File: src/rtl/dcpu16_pkg.sv
// rtl/dcpu16_pkg.sv - state and grant encodings shared by the dcpu16 bus arbiter
package dcpu16_pkg;

   typedef enum logic [1:0] {
      ARB_IDLE = 2'd0,
      ARB_BUSF = 2'd1,
      ARB_BUSG = 2'd2
   } arb_state_e;

   localparam logic [1:0] GNT_NONE = 2'b00;
   localparam logic [1:0] GNT_F    = 2'b01;
   localparam logic [1:0] GNT_G    = 2'b10;

endpackage

File: src/rtl/dcpu16_tmo.sv
// rtl/dcpu16_tmo.sv - saturating watchdog counter; expire flags the last allowed wait cycle
module dcpu16_tmo #(
   parameter int TMO = 16,
   parameter int TW  = 5
) (
   input  logic clk,
   input  logic rst,
   input  logic clr,
   input  logic run,
   output logic expire
);

   localparam logic [TW-1:0] LIM = (TMO == 0) ? '0 : TW'(TMO - 1);
   localparam logic          ENA = (TMO != 0);

   logic [TW-1:0] r_cnt;

   // Holding at LIM keeps the count from wrapping if the owner lingers.
   always_ff @(posedge clk) begin
      if (!rst) begin
         r_cnt <= '0;
      end else if (clr) begin
         r_cnt <= '0;
      end else if (run && (r_cnt != LIM)) begin
         r_cnt <= r_cnt + 1'b1;
      end
   end

   assign expire = ENA && run && (r_cnt == LIM);

endmodule

File: src/rtl/dcpu16_busarb.sv
// rtl/dcpu16_busarb.sv - round-robin F/G bus arbiter in front of one synchronous memory port
module dcpu16_busarb
   import dcpu16_pkg::*;
#(
   parameter int TMO = 16,
   parameter int TW  = 5
) (
   input  logic        clk,
   input  logic        rst,
   input  logic [15:0] f_adr,
   input  logic [15:0] f_dto,
   input  logic        f_stb,
   input  logic        f_wre,
   output logic        f_ack,
   output logic        f_err,
   output logic [15:0] f_dti,
   input  logic [15:0] g_adr,
   input  logic [15:0] g_dto,
   input  logic        g_stb,
   input  logic        g_wre,
   output logic        g_ack,
   output logic        g_err,
   output logic [15:0] g_dti,
   output logic [15:0] m_adr,
   output logic [15:0] m_dto,
   output logic        m_stb,
   output logic        m_wre,
   input  logic [15:0] m_dti,
   input  logic        m_ack,
   output logic [1:0]  gnt
);

   arb_state_e  r_state;
   arb_state_e  w_next;
   logic [15:0] r_m_adr;
   logic [15:0] r_m_dto;
   logic        r_m_stb;
   logic        r_m_wre;
   logic [1:0]  r_gnt;
   logic        r_last;

   logic w_busy;
   logic w_tmo_clr;
   logic w_tmo_run;
   logic w_expire;
   logic w_take_f;
   logic w_take_g;
   logic w_done;

   assign w_busy    = (r_state != ARB_IDLE);
   assign w_tmo_clr = !w_busy;
   assign w_tmo_run = w_busy && !m_ack;

   dcpu16_tmo #(
      .TMO (TMO),
      .TW  (TW)
   ) u_tmo (
      .clk    (clk),
      .rst    (rst),
      .clr    (w_tmo_clr),
      .run    (w_tmo_run),
      .expire (w_expire)
   );

   always_ff @(posedge clk) begin
      if (!rst) begin
         r_state <= ARB_IDLE;
      end else begin
         r_state <= w_next;
      end
   end

   // r_last = 1 means G was served last, so a tie goes to F.
   always_comb begin
      w_next   = r_state;
      w_take_f = 1'b0;
      w_take_g = 1'b0;
      w_done   = 1'b0;
      case (r_state)
         ARB_IDLE: begin
            if (f_stb && (!g_stb || r_last)) begin
               w_next   = ARB_BUSF;
               w_take_f = 1'b1;
            end else if (g_stb) begin
               w_next   = ARB_BUSG;
               w_take_g = 1'b1;
            end
         end
         ARB_BUSF, ARB_BUSG: begin
            if (m_ack || w_expire) begin
               w_next = ARB_IDLE;
               w_done = 1'b1;
            end
         end
         default: w_next = ARB_IDLE;
      endcase
   end

   always_ff @(posedge clk) begin
      if (!rst) begin
         r_m_adr <= '0;
         r_m_dto <= '0;
         r_m_stb <= 1'b0;
         r_m_wre <= 1'b0;
         r_gnt   <= GNT_NONE;
         r_last  <= 1'b1;
      end else if (w_take_f) begin
         r_m_adr <= f_adr;
         r_m_dto <= f_dto;
         r_m_wre <= f_wre;
         r_m_stb <= 1'b1;
         r_gnt   <= GNT_F;
      end else if (w_take_g) begin
         r_m_adr <= g_adr;
         r_m_dto <= g_dto;
         r_m_wre <= g_wre;
         r_m_stb <= 1'b1;
         r_gnt   <= GNT_G;
      end else if (w_done) begin
         r_m_stb <= 1'b0;
         r_gnt   <= GNT_NONE;
         r_last  <= (r_state == ARB_BUSG);
      end
   end

   // Gating with rst keeps an aborted transfer from acking during reset.
   assign f_ack = rst && (r_state == ARB_BUSF) && w_done;
   assign g_ack = rst && (r_state == ARB_BUSG) && w_done;
   assign f_err = rst && (r_state == ARB_BUSF) && w_expire && !m_ack;
   assign g_err = rst && (r_state == ARB_BUSG) && w_expire && !m_ack;

   assign f_dti = m_dti;
   assign g_dti = m_dti;
   assign m_adr = r_m_adr;
   assign m_dto = r_m_dto;
   assign m_stb = r_m_stb;
   assign m_wre = r_m_wre;
   assign gnt   = r_gnt;

endmodule

File: config.mk
export PLATFORM = sky130hd
export DESIGN_NAME = dcpu16_busarb
export DESIGN_NICKNAME = d
export VERILOG_FILES = /design/src/rtl/dcpu16_pkg.sv /design/src/rtl/dcpu16_tmo.sv /design/src/rtl/dcpu16_busarb.sv
export SDC_FILE = /design/constraint.sdc
export NUM_CORES = 1
export LEC_CHECK = 0
export CORE_UTILIZATION = 35
export CTS_CLUSTER_SIZE = 14
export DETAILED_ROUTE_END_ITERATION = 8
export PLACE_DENSITY = 0.84
export RECOVER_POWER = 50
export SYNTH_ARGS = -nofsm -noshare
export SYNTH_HDL_FRONTEND = slang
export SYNTH_HIERARCHICAL = 1
export SYNTH_SLANG_ARGS = --single-unit
File: constraint.sdc
create_clock -name clk -period 1.8 [get_ports clk]
set_clock_uncertainty 0.05 [all_clocks]
set_input_delay 0.18 -clock clk [delete_from_list [all_inputs] [get_ports clk]]
set_output_delay 0.18 -clock clk [all_outputs]
set_load 0.01 [all_outputs]
Word-level counts from Yosys, hierarchy flattened
Index checks and enable logic that the tools add are counted.
{"block": "op_classes", "n_addsub": 1, "n_eq_ne": 6, "n_mux": 23, "bitwise": 3, "reduce_logical": 26}
{"op": "$mux 16", "count": 4}
{"op": "$mux 1", "count": 13}
{"op": "$logic_and 1x1->1", "count": 12}
{"op": "$mux 2", "count": 5}
{"op": "$reduce_bool 2->1", "count": 3}
{"op": "$add 5x1->5 const B", "count": 1}
{"op": "$eq 5x4->1 const B", "count": 1}
{"op": "$ne 5x4->1 const B", "count": 1}
{"op": "$pmux 2 s2", "count": 1}
{"op": "$reduce_and 2->1", "count": 2}
{"op": "$reduce_or 2->1", "count": 2}
{"op": "$ne 3x3->1 const B", "count": 1}
{"op": "$not 1->1", "count": 3}
{"op": "$reduce_and 3->1", "count": 1}
{"op": "$reduce_bool 3->1", "count": 1}
{"op": "$eq 2x1->1 const B", "count": 1}
{"op": "$eq 2x2->1 const B", "count": 1}
{"op": "$logic_not 1->1", "count": 2}
{"op": "$logic_not 2->1", "count": 1}
{"op": "$logic_or 1x1->1", "count": 2}
{"op": "$ne 2x2->1 const B", "count": 1}
{"block": "totals", "reg_bits": 44, "input_bits": 87, "out_inout_bits": 72, "word_cells": 68}

Longest topological paths before layout
Gate-level depths: netlist of run 1.
{"block": "logic_depth", "word_depth": 9, "mapped_depth": 7, "mapped_depth_nobuf": 7}

By module
Netlist of run 1, hierarchy kept.
{"module": "dcpu16_busarb", "instances": 1, "cells_each": 266, "area_each_um2": 2533.7, "seq_area_each_um2": 780.7}
{"module": "dcpu16_tmo", "instances": 1, "cells_each": 27, "area_each_um2": 249.0, "seq_area_each_um2": 100.1}

Worst setup path before layout of run 1
Ideal clock, no wire load.
{"block": "synth_path", "path_type": "reg2reg", "start": "reg u_tmo.r_cnt[0]", "end": "reg r_gnt[1] (netlist: gnt[1])", "setup_time_ps": 79, "arrival_time_ps": 1659, "t_required_ps": 1671, "setup_slack_ps": 12, "path_stages_with_launch": 8, "path_buffers": 0, "synth_period_minus_slack_ps": 1788, "path_cell_list": "dfxtp_1 -> ha_1 -> and3_1 -> ha_1 -> and2_2 -> o21ai_1 -> nand2_1 -> a211oi_2"}
{"block": "synth_via", "elab_chain_len": 6}
{"element": "start, declared", "line": "dcpu16_tmo.sv:16", "source": "logic [TW-1:0] r_cnt;"}
{"element": "start signal, assigned", "line": "dcpu16_tmo.sv:25", "source": "r_cnt <= r_cnt + 1'b1;"}
{"element": "$eq 5x4->1", "line": "dcpu16_tmo.sv:29", "source": "assign expire = ENA && run && (r_cnt == LIM);"}
{"element": "$logic_and 1x1->1", "line": "dcpu16_tmo.sv:29"}
{"element": "via w_expire", "line": "dcpu16_busarb.sv:45", "source": "logic w_expire;"}
{"element": "$logic_or 1x1->1", "line": "dcpu16_busarb.sv:90", "source": "if (m_ack || w_expire) begin"}
{"element": "$mux 1", "line": "dcpu16_busarb.sv:90"}
{"element": "$mux 1", "line": "dcpu16_busarb.sv:79", "source": "case (r_state)"}
{"element": "$reduce_bool 2->1 (no source line)"}
{"element": "end signal, assigned", "line": "dcpu16_busarb.sv:105", "source": "r_gnt <= GNT_NONE;"}
{"element": "end signal, assigned", "line": "dcpu16_busarb.sv:112", "source": "r_gnt <= GNT_F;"}
{"element": "end signal, assigned", "line": "dcpu16_busarb.sv:118", "source": "r_gnt <= GNT_G;"}
{"element": "end, declared", "line": "dcpu16_busarb.sv:39", "source": "logic [1:0] r_gnt;"}
The timed path passes the listed nets, and every way through them passes these cells.
A chain may end at the register's enable or synchronous reset.

Final worst setup path of run 1
{"block": "layout_path", "start": "reg u_tmo.r_cnt[0]", "end": "out f_ack"}
{"block": "layout_via", "elab_chain_len": 6}
{"element": "$eq 5x4->1", "line": "dcpu16_tmo.sv:29"}
{"element": "$logic_and 1x1->1", "line": "dcpu16_tmo.sv:29"}
{"element": "via w_expire", "line": "dcpu16_busarb.sv:45"}
{"element": "$logic_or 1x1->1", "line": "dcpu16_busarb.sv:90"}
{"element": "$mux 1", "line": "dcpu16_busarb.sv:90"}
{"element": "$mux 1", "line": "dcpu16_busarb.sv:79"}
{"element": "$logic_and 1x1->1", "line": "dcpu16_busarb.sv:127", "source": "assign f_ack = rst && (r_state == ARB_BUSF) && w_done;"}
{"element": "end, declared", "line": "dcpu16_busarb.sv:14", "source": "output logic f_ack,"}
The timed path passes the listed nets, and every way through them passes these cells.

==> flow_summary.ini, run 1 <==
[logic_synthesis]
synthCells = 293
synth.mux.area_fraction_pct = 0
synth_seq_area_share_pct = 31.7
synth_fp_nets = 385
ys_ff_latch = 44
synth_top_family_by_area = compound AO/OA/AOI/OAI gates
synth_top_cell_area_share_pct = 31.7
yosys_warnings = 6
synth-simple-area-share_pct = 5.53
synth_xor_area_share_pct = 0.629
syn_area_per_cell_um2 = 9.50
synthTopCellsByArea = dfxtp_1, a2111oi_2, a211oi_2
synthAdderAreaFrac_pct = 2.25
netlist_area_mm2 = 0.00278
synth_largest_area_cell = dfxtp_1
synth_cell_types = 37
synth_compound_area_share_pct = 40.8

[global_route]
overflow = 0
grt_max_degree = 41
antenna_found_initial = 0
grt_pass1_wl_mm = 13.2
grt_usage_pct = 19.8
grt_pass1_vias = 2794

[pwr]
static-leakage-power_nw = 1.49
power.share.clock_pct = 22.2
power_switching_w = 0.000951
peakVddDrop_v = 0.000485
combinationalPowerShare_pct = 38.3
p_per_area_mw_per_mm2 = 726
p_seq_share_pct = 39.5
switching_share_pct = 32.5
p_int_w = 0.00198

[setup_path]
cp-start-kind = flop
crit_arrival_ps = 1600
worstPathRequired_ps = 1570
endpoint_kind = output pin
startpoint = u_tmo/r_cnt[0]$_SDFFE_PP0P_
crit_fanout = 3
crit_type = reg2out
r2r-start = u_tmo/r_cnt[0]$_SDFFE_PP0P_

[routing]
wl_met2_mm = 4.21
maxUsedRoutingLayer = met4
drcViolationCount = 0
ant_nets = 0
drtIter0Drc = 70
viasPerCell = 5.21
drt-wirelength-per-cell_um = 16.9
vias = 2506
wl_met3_um = 351
wl_met1_mm = 3.34
totalWireLength_mm = 8.15
first_pass_iters = 4

[placement]
placed_cells_incl_taps = 472
gp_congestion = 0.866
hpwl_mm = 5.75
io_buffer_count = 110
dp_slack_ps = -276
placed_cell_area_mm2 = 0.00388

[cts]
clock_latency_ps = 290
clock-sinks = 44
htreeDepth = 2
cts_buffer_depth = 2
cts_buffers = 5
clk_pin_slew_ps = 80
cts_tree = yes
root_buffer = clkbuf_8

[timing]
worst_pin_slew_ps = 506
layout_min_cycle_time_ps = 1830
setup_tns_ps = -86.6
setup_viol = 3
finalMaxSlewViolations = 0
period_share_pct = 102
hold_viol = 0
slew_headroom_pct = 66.2
max_freq_mhz = 546
setup_slack_ps = -31.4
rsz0062_at_grt = true

[die]
die_h_um = 91.2
start_util_pct = 36.0
pin_count = 159
rows = 32
die_x_um = 91.2
dieArea_mm2 = 0.00831
coreArea_mm2 = 0.00773

[cells_and_area]
diodes = 0
stdcell_count = 481
final_util_pct = 52.2
multi_input_area_mm2 = 0.00144
regArea_um2 = 886
drive_gt1_share_pct = 29.8
area_growth_syn_to_layout_pct = 45.0
stdcell_area_mm2 = 0.00403
fillers = 721
fin_nets = 470

[hold_path]
hp-start = m_dti[9]
hp-class = in2out

[outcome]
violations = setup timing
outcome = complete, but fails checks

[flow_run]
max_cap_viol_count = 0
[cells by family (layout without fill, tap and decap cells)]
group / after synthesis / in the layout
xor+xnor: 2 / 2
simple gates: 30 / 30
buf+inv: 97 / 183
flops: 44 / 44
fa+ha+maj: 5 / 5
compound gates: 115 / 115
[registers in the layout (all words and copies together), names as in the netlist]
name	count
r_state	2
m_stb	1
m_dto	16
r_last	1
m_adr	16
gnt	2
u_tmo/r_cnt	5
m_wre	1
[routing by layer]
metal	GRT usage [%]	vias up
li1	-	1204
met1	21.4	1213
met2	37.1	62
met3	3.69	27
met4	9.26	0
met5	0	-
[layout by cell type (no fill, tap or decap), types with 2 or more instances in the layout]
master | synthesis | final
nand2_1 | 8 | 8
nand2b_4 | 1 | 2
a2111oi_0 | 5 | 2
dfxtp_2 | 0 | 4
buf_4 | 34 | 19
dfxtp_1 | 44 | 40
clkbuf_1 | 4 | 2
nor2_1 | 10 | 9
a2111oi_1 | 0 | 2
a211oi_1 | 6 | 6
clkdlybuf4s50_1 | 0 | 83
ha_4 | 0 | 2
ha_1 | 5 | 3
nand3_1 | 2 | 2
dlygate4sd3_1 | 0 | 22
buf_12 | 0 | 6
clkbuf_8 | 0 | 6
a211oi_2 | 29 | 29
inv_1 | 38 | 38
o21ai_0 | 35 | 34
o32ai_1 | 2 | 2
a21oi_1 | 4 | 4
inv_2 | 2 | 2
a2111oi_2 | 28 | 29
buf_2 | 14 | 5
[critical path, cell delays in order (launching register included)]
cell and delay, ps:
dfxtp_2 340, ha_4 160, and3_4 180, ha_4 160
and2_4 150, o21ai_4 140, nor2_1 50, buf_2 130
[cell type report]
cell class              instances  share of cell area (%)
clock buffers                   8                    2.23
inverters                      40                    3.72
multi-input cells             152                    35.7
flip-flops and latches         44                    22.0
well taps                     102                    3.16
repair buffers                135                    33.2
[per-stage QoR]
stage / hold WS, ps / power (W)
5_1_grt: 310 / 0.00309
3_3_place_gp: 310 / 0.00227
6_report: 310 / 0.00293
2_1_floorplan: 263 / 0.00179
3_5_place_dp: 310 / 0.00230
4_1_cts: 310 / 0.00298
[synthesized netlist by cell type]
master	count
dfxtp_1	44
inv_1	38
o21ai_0	35
buf_4	34
a211oi_2	29
a2111oi_2	28
buf_2	14
nor2_1	10
nand2_1	8
a211oi_1	6
a2111oi_0	5
ha_1	5
a21oi_1	4
clkbuf_1	4
buf_6	3
inv_2	2
nand2b_1	2
nand3_1	2
o32ai_1	2
a32o_1	1
and2_1	1
and2_2	1
and2b_2	1
and3_1	1
buf_1	1
clkbuf_2	1
nand2b_4	1
nand3b_1	1
nor3b_1	1
o211a_1	1
o211ai_1	1
o21a_2	1
o21ai_1	1
o311ai_0	1
or3_1	1
xnor2_1	1
xor2_1	1
[what timing repair did]
item                       in CTS  in global routing
setup endpoints to repair       9                 11
resized for setup              28                  9
pin swaps                       4                  4
hold buffers                    0                  0
buffers inserted                2                  0
[power by group through the flow]
stage	Sequential (W)	Combinational, W	Clock [W]
after floorplan	0.00122	0.000565	0
after global routing	0.00117	0.00120	0.000719
final	0.00116	0.00112	0.000651
after CTS	0.00116	0.00114	0.000683
after detailed placement	0.00118	0.00113	0
after global placement	0.00117	0.00110	0
[worst paths after layout]
kind	to	slack, ps	cells after the start
min	f_dti[9]	310	0
min reg2reg	gnt[1]$_SDFFE_PP0P_	430	2
max reg2reg	r_state[0]$_SDFFE_PN0P_	30	7
max	f_ack	-30	7
Power figures use the tool's default switching activity.
==> inputs of run 2 (changes only) <==
--- a/config.mk
+++ b/config.mk
@@ -5,11 +5,13 @@
 export SDC_FILE = /design/constraint.sdc
 export NUM_CORES = 1
 export LEC_CHECK = 0
-export CORE_UTILIZATION = 35
+export CORE_MARGIN = 2
+export CORE_UTILIZATION = 39
 export CTS_CLUSTER_SIZE = 14
 export DETAILED_ROUTE_END_ITERATION = 8
-export PLACE_DENSITY = 0.84
+export PLACE_DENSITY = 0.88
 export RECOVER_POWER = 50
+export SLEW_MARGIN = 40
 export SYNTH_ARGS = -nofsm -noshare
 export SYNTH_HDL_FRONTEND = slang
 export SYNTH_HIERARCHICAL = 1
==> constraint.sdc (replaced) <==
create_clock -name clk -period 1.77 [get_ports clk]
set_clock_uncertainty 0.05 [all_clocks]
set_input_delay 0.177 -clock clk [delete_from_list [all_inputs] [get_ports clk]]
set_output_delay 0.177 -clock clk [all_outputs]
set_load 0.01 [all_outputs]
==> run 2 against run 1 <==
  * The flow still finishes with violations (setup timing)
  * Via count rose by 0.48%
  * Global-route usage increased by 0.51 points
  * Hold slack worse by 6.0 ps
  * Critical endpoint is now g_ack
  * Largest power group unchanged
  * Highest routed layer unchanged
==> flow_summary.ini, run 2 (synthesis results as in run 1) <==
[cts]
cts_hold_repair.buffers = 0
clock-sinks = 44
clock_latency_ps = 290
cts_buffers = 5
root_buffer = clkbuf_8
cts_buffer_depth = 2
cts_tree = yes
htreeDepth = 2
clk_pin_slew_ps = 70

[die]
die_x_um = 88.5
dieArea_mm2 = 0.00783
rows = 30
pin_count = 159
die_h_um = 88.5
coreArea_mm2 = 0.00683
start_util_pct = 40.7

[routing]
first_pass_iters = 4
viasPerCell = 5.31
vias = 2518
drt-wirelength-per-cell_um = 17.6
totalWireLength_mm = 8.33
drcViolationCount = 0
drtIter0Drc = 100
ant_nets = 0

[setup_path]
r2r-start = u_tmo/r_cnt[1]$_SDFFE_PP0P_
endpoint_kind = output pin
r2r-end = u_tmo/r_cnt[3]$_SDFFE_PP0P_
crit_type = reg2out
worstPathRequired_ps = 1540
reg2reg_slack_ps = 70
crit_fanout = 3
crit_arrival_ps = 1610
reg2reg_depth = 7
cp-start-kind = flop

[timing]
worst_pin_slew_ps = 407
timing.hold.ws_ps = 304
period_share_pct = 104
layout_min_cycle_time_ps = 1840
rsz0062_at_grt = true
hold_viol = 0
finalMaxSlewViolations = 0
max_freq_mhz = 545
setup_viol = 4
setup_slack_ps = -66.3
slew_headroom_pct = 72.2

[cells_and_area]
diodes = 0
fin_nets = 470
drive_gt1_share_pct = 30.2
area_growth_syn_to_layout_pct = 43.5
final_cell_mix = clkdlybuf4s50_1, dfxtp_1, inv_1
fillers = 612
final_common_cell = clkdlybuf4s50_1

[hold_path]
min_delay_path_depth = 0
min_to = f_dti[10]
hp-class = in2out
hp-start = m_dti[10]

[global_route]
grt_max_degree = 41
overflow = 0
grt_usage_pct = 20.3
antenna_found_initial = 0
grt_pass1_vias = 2552
grt_pass1_wl_mm = 12.4

[pwr]
finalPower_w = 0.00290
static-leakage-power_nw = 1.47
p_per_area_mw_per_mm2 = 726
peakVddDrop_v = 0.000344

[placement]
io_buffer_count = 110
gp_congestion = 0.785
hpwl_mm = 5.66

[flow_run]
max_cap_viol_count = 0

[outcome]
outcome = complete, but fails checks
violations = setup timing
## run 2: how the worst max path moves through the flow
| stage | startpoint | to |
|---|---|---|
| floorplan | u_tmo/r_cnt[0]$_SDFFE_PP0P_ | gnt[1]$_SDFFE_PP0P_ |
| global placement | u_tmo/r_cnt[0]$_SDFFE_PP0P_ | f_ack |
| detailed placement | u_tmo/r_cnt[0]$_SDFFE_PP0P_ | f_ack |
| CTS | u_tmo/r_cnt[1]$_SDFFE_PP0P_ | g_ack |
| global route | u_tmo/r_cnt[1]$_SDFFE_PP0P_ | g_ack |
| finish | u_tmo/r_cnt[1]$_SDFFE_PP0P_ | g_ack |
## run 2: critical path, stage by stage, from the launching register on
cell and delay (ps):
dfxtp_2 340, ha_4 160, and3_4 180, ha_4 150, and2_4 150, o21ai_4 140, nor2_1 50, buf_2 130
## run 2: cell type report
type | instances | area (um^2) | area share (%)
repair buffers | 134 | 1280 | 32.2
well taps | 96 | 120 | 3.01
inverters | 40 | 150 | 3.76
flip-flops and latches | 44 | 885 | 22.2
clock buffers | 6 | 72.6 | 1.82
clock inverters | 1 | 5.00 | 0.125
multi-input cells | 153 | 1480 | 36.9
## run 2: repair_timing
| item | CTS | global route |
|---|---|---|
| pin swaps | 6 | 4 |
| buffers inserted | 2 | 1 |
| setup endpoints to repair | 28 | 12 |
| gates cloned | 0 | 1 |
| gates resized for setup | 27 | 14 |
## run 2: per-stage QoR
| step | setup TNS (ps) | utilization (%) | instances | setup WS [ps] | cell area (um^2) |
|---|---|---|---|---|---|
| 3_3_place_gp | -838 | 55.8 | 464 | -200 | 3810 |
| 5_1_grt | -386 | 58.4 | 474 | -114 | 3990 |
| 2_1_floorplan | 0 | - | 293 | 79.9 | 2790 |
| 3_5_place_dp | -2460 | 55.8 | 464 | -234 | 3810 |
| 6_report | -168 | 58.4 | 474 | -66.3 | 3990 |
| 4_1_cts | -168 | 57.5 | 473 | -87.9 | 3930 |
## run 2: where the power goes
part           internal (W)  switching (W)
clock network      0.000269       0.000333
registers           0.00111      0.0000600
logic              0.000550       0.000571
## run 2: metal layers
layer	vias up	part of all wire [%]	global-route usage, %
met5	-	0	0
met4	0	3.2	9.92
met3	26	5.2	3.73
met2	83	52	36.9
met1	1207	40	22.8
li1	1202	-	-
==> inputs of run 3 (changes only) <==
--- a/config.mk
+++ b/config.mk
@@ -5,12 +5,14 @@
 export SDC_FILE = /design/constraint.sdc
 export NUM_CORES = 1
 export LEC_CHECK = 0
+export ABC_AREA = 1
 export CORE_MARGIN = 2
-export CORE_UTILIZATION = 39
+export CORE_UTILIZATION = 38
 export CTS_CLUSTER_SIZE = 14
 export DETAILED_ROUTE_END_ITERATION = 8
-export PLACE_DENSITY = 0.88
+export PLACE_DENSITY = 0.87
 export RECOVER_POWER = 50
+export SETUP_SLACK_MARGIN = 0.2
 export SLEW_MARGIN = 40
 export SYNTH_ARGS = -nofsm -noshare
 export SYNTH_HDL_FRONTEND = slang
==> run 3 against run 2 <==
  * The run still ends with setup timing left
  * Global-route usage shrank 2.6 points
  * Synthesized area is 3.7% lower
  * Die area is 1.1% lower
  * Sequential power is essentially flat
  * Utilization up 4.1 points
  * Clock power rose by 41%
  * Critical path type unchanged
  * Hold slack about the same
  * Final cell count increased by 27%
  * Critical endpoint is now f_err
  * Via count grew 12%
  * Count of clock-buffer cells in the layout is 1 higher
==> flow_summary.ini, run 3 <==
[routing]
first_pass_iters = 4
drt-wirelength-per-cell_um = 12.6
viasPerCell = 4.67
drtIter0Drc = 93
vias = 2819
drcViolationCount = 0
ant_nets = 0
totalWireLength_mm = 7.63

[global_route]
grt_pass1_vias = 2572
overflow = 0
antenna_found_initial = 0
grt_usage_pct = 17.7
grt_pass1_wl_mm = 10.9
grt_max_degree = 42

[logic_synthesis]
ys_ff_latch = 44
synthCells = 409
async_flop_share_pct = 0
netlist_area_mm2 = 0.00268
synth-edff-count = 0
synth_cell_types = 24
synthTopCellsByArea = dfxtp_1, nand2_1, nor2_1
syn_area_per_cell_um2 = 6.55
yosysMostFrequentCell = nand2_1
synth_seq_area_share_pct = 32.9
synth_largest_area_cell = dfxtp_1
yosys_warnings = 6
synth_fp_nets = 501
yosys_most_used_dff = dfxtp_1
synth_commonest_cells = nand2_1, nor2_1, dfxtp_1, buf_4, nand3b_1
synth_top_cell_area_share_pct = 32.9

[die]
rows = 30
dieArea_mm2 = 0.00774
pin_count = 159
die_x_um = 88.0
start_util_pct = 39.4
die_h_um = 88.0
coreArea_mm2 = 0.00679

[hold_path]
min_delay_path_depth = 0
hp-start = m_dti[8]
min_to = f_dti[8]
hp-class = in2out

[cells_and_area]
stdcell_area_mm2 = 0.00425
diodes = 0
fin_nets = 599
area_growth_syn_to_layout_pct = 58.6
stdcell_count = 604
final_common_cell = nand2_1
final_util_pct = 62.6
drive_gt1_share_pct = 21.7
final_cell_mix = nand2_1, clkdlybuf4s50_1, nor2_1

[cts]
clock-sinks = 44
cts_buffer_depth = 2
htreeDepth = 2
cts_tree = yes
clock_latency_ps = 300
cts_buffers = 5
root_buffer = clkbuf_8
clk_pin_slew_ps = 80

[outcome]
outcome = complete, but fails checks
violations = setup timing

[timing]
setup_viol = 3
rsz0062_at_grt = true
timing.hold.ws_ps = 304
period_share_pct = 102
max_freq_mhz = 553
worst_pin_slew_ps = 220
layout_min_cycle_time_ps = 1810
finalMaxSlewViolations = 0
setup_slack_ps = -38.9
slew_headroom_pct = 85.3
hold_viol = 0

[placement]
hpwl_mm = 5.31
io_buffer_count = 110
placed_cell_area_mm2 = 0.00379
gp_congestion = 0.757
placed_cells_incl_taps = 589

[flow_run]
max_cap_viol_count = 0

[setup_path]
startpoint = u_tmo/r_cnt[1]$_SDFFE_PP0P_
cp-start-kind = flop
reg2reg_depth = 13
crit_buf_inv = 4
crit_type = reg2out
crit_arrival_ps = 1580
slowest_delay_ps = 360
path_cells = ha_4, inv_2, nor2_2, ha_2, nand2_2, inv_4, inv_4, nor4_2, buf_2
crit_slowest_cell = dfxtp_2
crit_fanout = 3
cp_top_family = flip-flops
r2r-start = u_tmo/r_cnt[1]$_SDFFE_PP0P_
endpoint_kind = output pin
reg2reg_slack_ps = 130
path_common_cell = inv_4
worstPathRequired_ps = 1540
r2r-end = r_last$_SDFFE_PN1P_

[pwr]
finalPower_w = 0.00332
p_per_area_mw_per_mm2 = 781
peakVddDrop_v = 0.000419
static-leakage-power_nw = 1.96
==> run 3: cells by family (layout without fill, tap and decap cells) <==
group	count (synthesis)	after routing	synth area share [%]
flops	44	44	32.9
fa+ha+maj	5	5	2.33
buf+inv	72	171	16.6
simple gates	278	278	45.8
compound gates	10	10	2.38
==> run 3: worst max-delay path by stage <==
| stage | cells past startpoint | endpoint | slack [ps] |
|---|---|---|---|
| floorplan | 8 | f_err | 180 |
| global placement | 9 | f_err | -210 |
| detailed placement | 9 | g_err | -400 |
| CTS | 9 | g_err | -70 |
| global route | 9 | g_err | -100 |
| finish | 9 | f_err | -40 |
==> run 3: worst register-to-register path, delay by kind of cell (launching register included) <==
| kind | cells | cell delay [ps] |
|---|---|---|
| adder cells (fa/ha/maj) | 2 | 340 |
| buffers and inverters | 5 | 400 |
| AND/OR/NAND/NOR | 5 | 320 |
| flip-flops | 1 | 360 |
| AO/OA/AOI/OAI | 1 | 70 |
==> run 3: power breakdown <==
group	internal, W	leakage [nW]	switching [W]
combinational	0.000681	1.53	0.000621
sequential	0.00111	0.366	0.0000567
clock	0.000498	0.0645	0.000349
==> run 3: area by class of cell <==
type                       count  area, um^2
clock buffer                   7        96.3
clock inverter                 1        30.0
fill                         585        2540
inverter                      19        93.8
multi-input combinational    293        1570
sequential                    44         886
tap                           96         120
timing repair buffer         144        1460
==> run 3: timing repair <==
action	in CTS	in global routing
gates cloned	0	2
hold buffers	0	0
setup buffers	2	3
endpoints found under the setup margin	43	43
hold endpoints to repair	0	0
pin swaps	9	14
gates resized for setup	41	59
==> run 3: per-layer routing <==
metal	GRT usage [%]	vias up	routed length [um]
met5	0	-	0
met4	6.85	0	175
met3	6.31	19	614
met2	32.7	116	3850
met1	18.2	1265	2990
li1	-	1419	-
==> run 3: through the flow <==
stage               TNS (ps)  setup slack, ps
floorplan                  0              183
global placement        -567             -213
detailed placement     -1070             -399
CTS                     -136            -67.4
global route            -310             -104
finish                 -65.0            -38.9
==> edit 1 (flow settings as in run 1) <==
`TW` is set to 5 in 2 places; all go to 10.
--- a/src/rtl/dcpu16_tmo.sv
+++ b/src/rtl/dcpu16_tmo.sv
@@ -1,7 +1,7 @@
 // rtl/dcpu16_tmo.sv - saturating watchdog counter; expire flags the last allowed wait cycle
 module dcpu16_tmo #(
    parameter int TMO = 16,
-   parameter int TW  = 5
+   parameter int TW  = 10
 ) (
    input  logic clk,
    input  logic rst,
--- a/src/rtl/dcpu16_busarb.sv
+++ b/src/rtl/dcpu16_busarb.sv
@@ -3,7 +3,7 @@
    import dcpu16_pkg::*;
 #(
    parameter int TMO = 16,
-   parameter int TW  = 5
+   parameter int TW  = 10
 ) (
    input  logic        clk,
    input  logic        rst,
Function: no difference found for any inputs over 10 cycles, from zero or initial values and one cycle with rst low; that may be too few to reach the edited logic, so the function may still have changed.
==> edit 1 against run 1 <==
The flow still finishes with violations (negative setup slack). Area after synthesis grew 13%. Critical path depth shrank 1. Design area grew 13%. Die area grew 13%. Sequential cell count grew 5. Worst setup slack lost 250 ps. Global-route usage shrank 0.76 points. Combinational power grew 4%. Synthesized cell count grew 14%. Critical endpoint is now g_ack. Power grew 6.1%. Largest power group unchanged. Wire length grew 15%. Register-to-register slack lost 240 ps. Via count grew 21%.
==> edit 1: results (changes against run 1) <==
Max rail drop VDD=0.396 mV (-18%); Final #Nets=526 (+12%); DR iter-0 viols=116 (+66%); worst hold path type=input pin to output pin; P_int=2.06 mW (+4.3%); setup TNS=-1680 ps (-1590 ps); pin count of the biggest net entering global routing=37 (-9.8%); routed vias/inst=5.60 (+7.5%); placed cell count=527 (+12%); Critical Path Fanout Max=3 (unchanged); first-pass GRT wire length=14,700 um (+11%); HPWL after detailed placement=6410 um (+11%); clock slew at reported path FFs=90 ps; clock latency on the worst-skew pair=300 ps; Inserted Diodes=0 (unchanged); status=complete, but fails checks; LEAKAGE=1.70 nW (+14%); RD Place Congestion=0.827 (-4.5%); synth top area cells=dfxtp_1 (31%), a2111oi_2 (13%), a211oi_2 (12%); clk root buf=clkbuf_8; Max clock buf depth=2 (unchanged); Mean Syn Cell Area=9.37 um^2 (-1.3%); PortBufs=110 (unchanged); share of cells above drive strength 1=0.326 (+0.0283); GRT Overall Usage=0.191 (-0.00759); Final WS setup=-277 ps (-245 ps); number of distinct library cells after synthesis=46 (+24%); setup violators final=10 (+7); Worst Setup SP=u_tmo/r_cnt[7]; top post-synthesis cells by count=dfxtp_1 (49), inv_1 (38), o21ai_0 (38); max_slew headroom=0.657 (-0.00530); CTS buffer count=5 (unchanged); synth warn=6 (unchanged); Routed wire per std cell=17.3 um (+2.1%); via count=3,040 (+21%); ys async rst share=0 (unchanged); area leader, netlist=dfxtp_1; syn nets=427 (+11%); Hold Startpoint=m_dti[13]; Seq/Total Area, Yosys=0.312 (-0.00407); initial antenna violation count=0 (unchanged); vias in the first global route=3,104 (+11%); CTS H-tree lvls=2 (unchanged); Seq cells post-synth=49 (+11%); DR pass1 iterations=5 (+1); failing checks=negative setup slack; Filler cells=760 (+5.4%)
edit 1: changes by cell type after synthesis, sizes merged, moves of 3 or more:
cell / delta
nand3: +5
dfxtp: +5
nand4: +4
a21oi: +3
or3: +3
o21ai: +3
edit 1: cells by family after synthesis:
logic type,count (synthesis),synth area share
AO/OA/AOI/OAI,133,0.401
buffers and inverters,98,0.172
AND/OR/NAND/NOR,50,0.0941
flip-flops,49,0.312
adder cells (fa/ha/maj),5,0.0199
edit 1: timing repair:
item	CTS	global route
buffers inserted	4	7
setup endpoints to repair	20	15
gates cloned	0	0
resized for setup	27	25
hold buffers	0	0
pin swaps	6	7
edit 1: critical path, stage by stage (launching register included):
cell and delay, ps:
dfxtp_2 330, or4_4 560, nor4_4 190, buf_4 170, o21ai_4 60, nor2_2 110, buf_2 130
edit 1: per-layer routing:
metal  GRT usage  share of wire  vias to the layer above
li1            -              -                     1412
met1       0.221           0.41                     1491
met2       0.333           0.50                      105
met3      0.0462          0.064                       32
met4      0.0815          0.023                        0
met5           0              0                        -
edit 1: area by class of cell:
| type | count | area share |
|---|---|---|
| multi-input combinational | 188 | 0.397 |
| timing repair buffer | 150 | 0.307 |
| sequential | 49 | 0.215 |
| inverter | 40 | 0.0328 |
| tap | 108 | 0.0295 |
| clock buffer | 6 | 0.0159 |
| clock inverter | 2 | 0.00219 |
edit 1: path summary, 6_finish.rpt:
| check | endpoint | slack (ps) | cells past startpoint |
|---|---|---|---|
| worst min-delay path | f_dti[13] | 310 | 0 |
| worst max register to register | r_last | -210 | 8 |
| worst min register to register | gnt[1] | 440 | 2 |
| worst max-delay path | g_ack | -280 | 6 |
edit 1: power by group through the flow:
stage / clock [mW] / sequential (mW) / combinational, mW
floorplan: 0 / 1.34 / 0.585
global placement: 0 / 1.30 / 1.06
detailed placement: 0 / 1.30 / 1.08
CTS: 0.670 / 1.28 / 1.11
global route: 0.707 / 1.30 / 1.24
finish: 0.652 / 1.28 / 1.17
edit 1: stage by stage:
step                total power [mW]  worst slack, ps  instance area (um^2)
floorplan                       1.92            -56.0                  3180
global placement                2.36             -435                  4280
detailed placement              2.38             -486                  4280
CTS                             3.06             -293                  4420
global route                    3.25             -374                  4580
finish                          3.11             -277                  4580
==> edit 2 (settings of run 1) <==
Made on the original files. Make the reset (`rst`) asynchronous in 3 clocked blocks.
--- a/src/rtl/dcpu16_tmo.sv
+++ b/src/rtl/dcpu16_tmo.sv
@@ -16,7 +16,7 @@
    logic [TW-1:0] r_cnt;
 
    // Holding at LIM keeps the count from wrapping if the owner lingers.
-   always_ff @(posedge clk) begin
+   always_ff @(posedge clk or negedge rst) begin
       if (!rst) begin
          r_cnt <= '0;
       end else if (clr) begin
--- a/src/rtl/dcpu16_busarb.sv
+++ b/src/rtl/dcpu16_busarb.sv
@@ -62,7 +62,7 @@
       .expire (w_expire)
    );
 
-   always_ff @(posedge clk) begin
+   always_ff @(posedge clk or negedge rst) begin
       if (!rst) begin
          r_state <= ARB_IDLE;
       end else begin
@@ -96,7 +96,7 @@
       endcase
    end
 
-   always_ff @(posedge clk) begin
+   always_ff @(posedge clk or negedge rst) begin
       if (!rst) begin
          r_m_adr <= '0;
          r_m_dto <= '0;
Function: differs if rst is asserted again (counterexample within 4 cycles, from zero or initial values and one cycle with rst low); with rst held inactive, the same outputs for 10 cycles.
==> edit 2 against run 1 <==
The flow still finishes with violations (negative setup slack). Register-to-register slack got worse by 110 ps. Wire length decreased by 6.5%. Area after synthesis decreased by 7.4%. Cell count decreased by 0.62%. Worst setup slack got worse by 210 ps. Design area decreased by 4.1%. Sequential cell count unchanged. Utilization increased by 3.5 points.
Power is not compared: it rests on default switching activity, and its combinational part moved more than twofold at a synthesized area within 25%.
==> edit 2: results (changes against run 1) <==
Post-Synth XOR/XNOR Area=0.00680 (+0.000504); WP data arrival=1810 ps (+210 ps); vias in the first global route=2,360 (-16%); ys flop type=dfrtp_1; Gate Count Post-Synth=283 (-3.4%); Post-DP Area=3620 um^2 (-6.7%); Resize count post-CTS=26 (-7.1%); detailed route wirelength on metal3=566 um (+61%); Synth Area in Adders=0.0243 (+0.00180); Final WS setup=-244 ps (-213 ps); share of cells above drive strength 1=0.186 (-0.112); setup violators final=7 (+4); first-pass GRT wire length=11,300 um (-15%); Reg2Reg Launch Point=u_tmo/r_cnt[0]; Final #Nets=473 (+0.64%); DR iter-0 viols=79 (+13%); GRT Overall Usage=0.188 (-0.0101); routed vias/inst=5.16 (-0.94%); Fin Hold WS=310 ps (-0.00100 ps); ys async rst share=1.00 (+1.00); via count=2,467 (-1.6%); met2 Use GR=0.328 (-0.0422); metal1 wirelength=3190 um (-4.5%); top post-synthesis cells by count=dfrtp_1 (43), nor2_1 (41), buf_4 (35); syn nets=375 (-2.6%); FF-to-FF End=r_state[1]; max_slew headroom=0.616 (-0.0456); RD Place Congestion=0.721 (-17%); slowest CP cell=dfrtp_1; Met2 Wirelength=3740 um (-11%); hold_buf cts=1 (+1); Seq/Total Area, Yosys=0.428 (+0.111); CP max stage delay=390 ps (+50 ps); met3 Usage GRT=0.0500 (+0.0131); mux cell area share after synthesis=0.0141 (+0.0141); worst hold endpoint=g_dti[10]; status=complete, but fails checks; setup TNS=-1020 ps (-937 ps); R2R Setup Slk=-80 ps (-110 ps); Routed Wire Length=7620 um (-6.5%); failing checks=negative setup slack; placed cell count=461 (-2.3%); number of distinct library cells after synthesis=39 (+5.4%)
edit 2: changes by cell type in the layout (fill, tap and decap cells not counted), sizes merged, moves of 31 or more:
| cell | delta |
|---|---|
| dfxtp | -44 |
| dfrtp | +43 |
| inv | -35 |
| a2111oi | -33 |
| a211oi | -33 |
| a31oi | +33 |
| nand3 | +33 |
| nor2 | +31 |
edit 2: worst max-delay path by stage:
stage                  end  cells after the start  slack [ps]
floorplan           r_last                      7         -20
global placement     g_ack                      7        -360
detailed placement   g_ack                      7        -390
CTS                  f_ack                      7        -250
global route         g_err                      7        -290
finish               f_ack                      7        -240
edit 2: layout make-up:
| class | instances | area [um^2] | share of cell area |
|---|---|---|---|
| clock inverter | 2 | 10.0 | 0.00259 |
| clock buffer | 6 | 82.6 | 0.0213 |
| timing repair buffer | 145 | 1420 | 0.366 |
| sequential | 44 | 1100 | 0.285 |
| multi-input combinational | 180 | 1120 | 0.289 |
| inverter | 5 | 18.8 | 0.00485 |
| tap | 96 | 120 | 0.0310 |
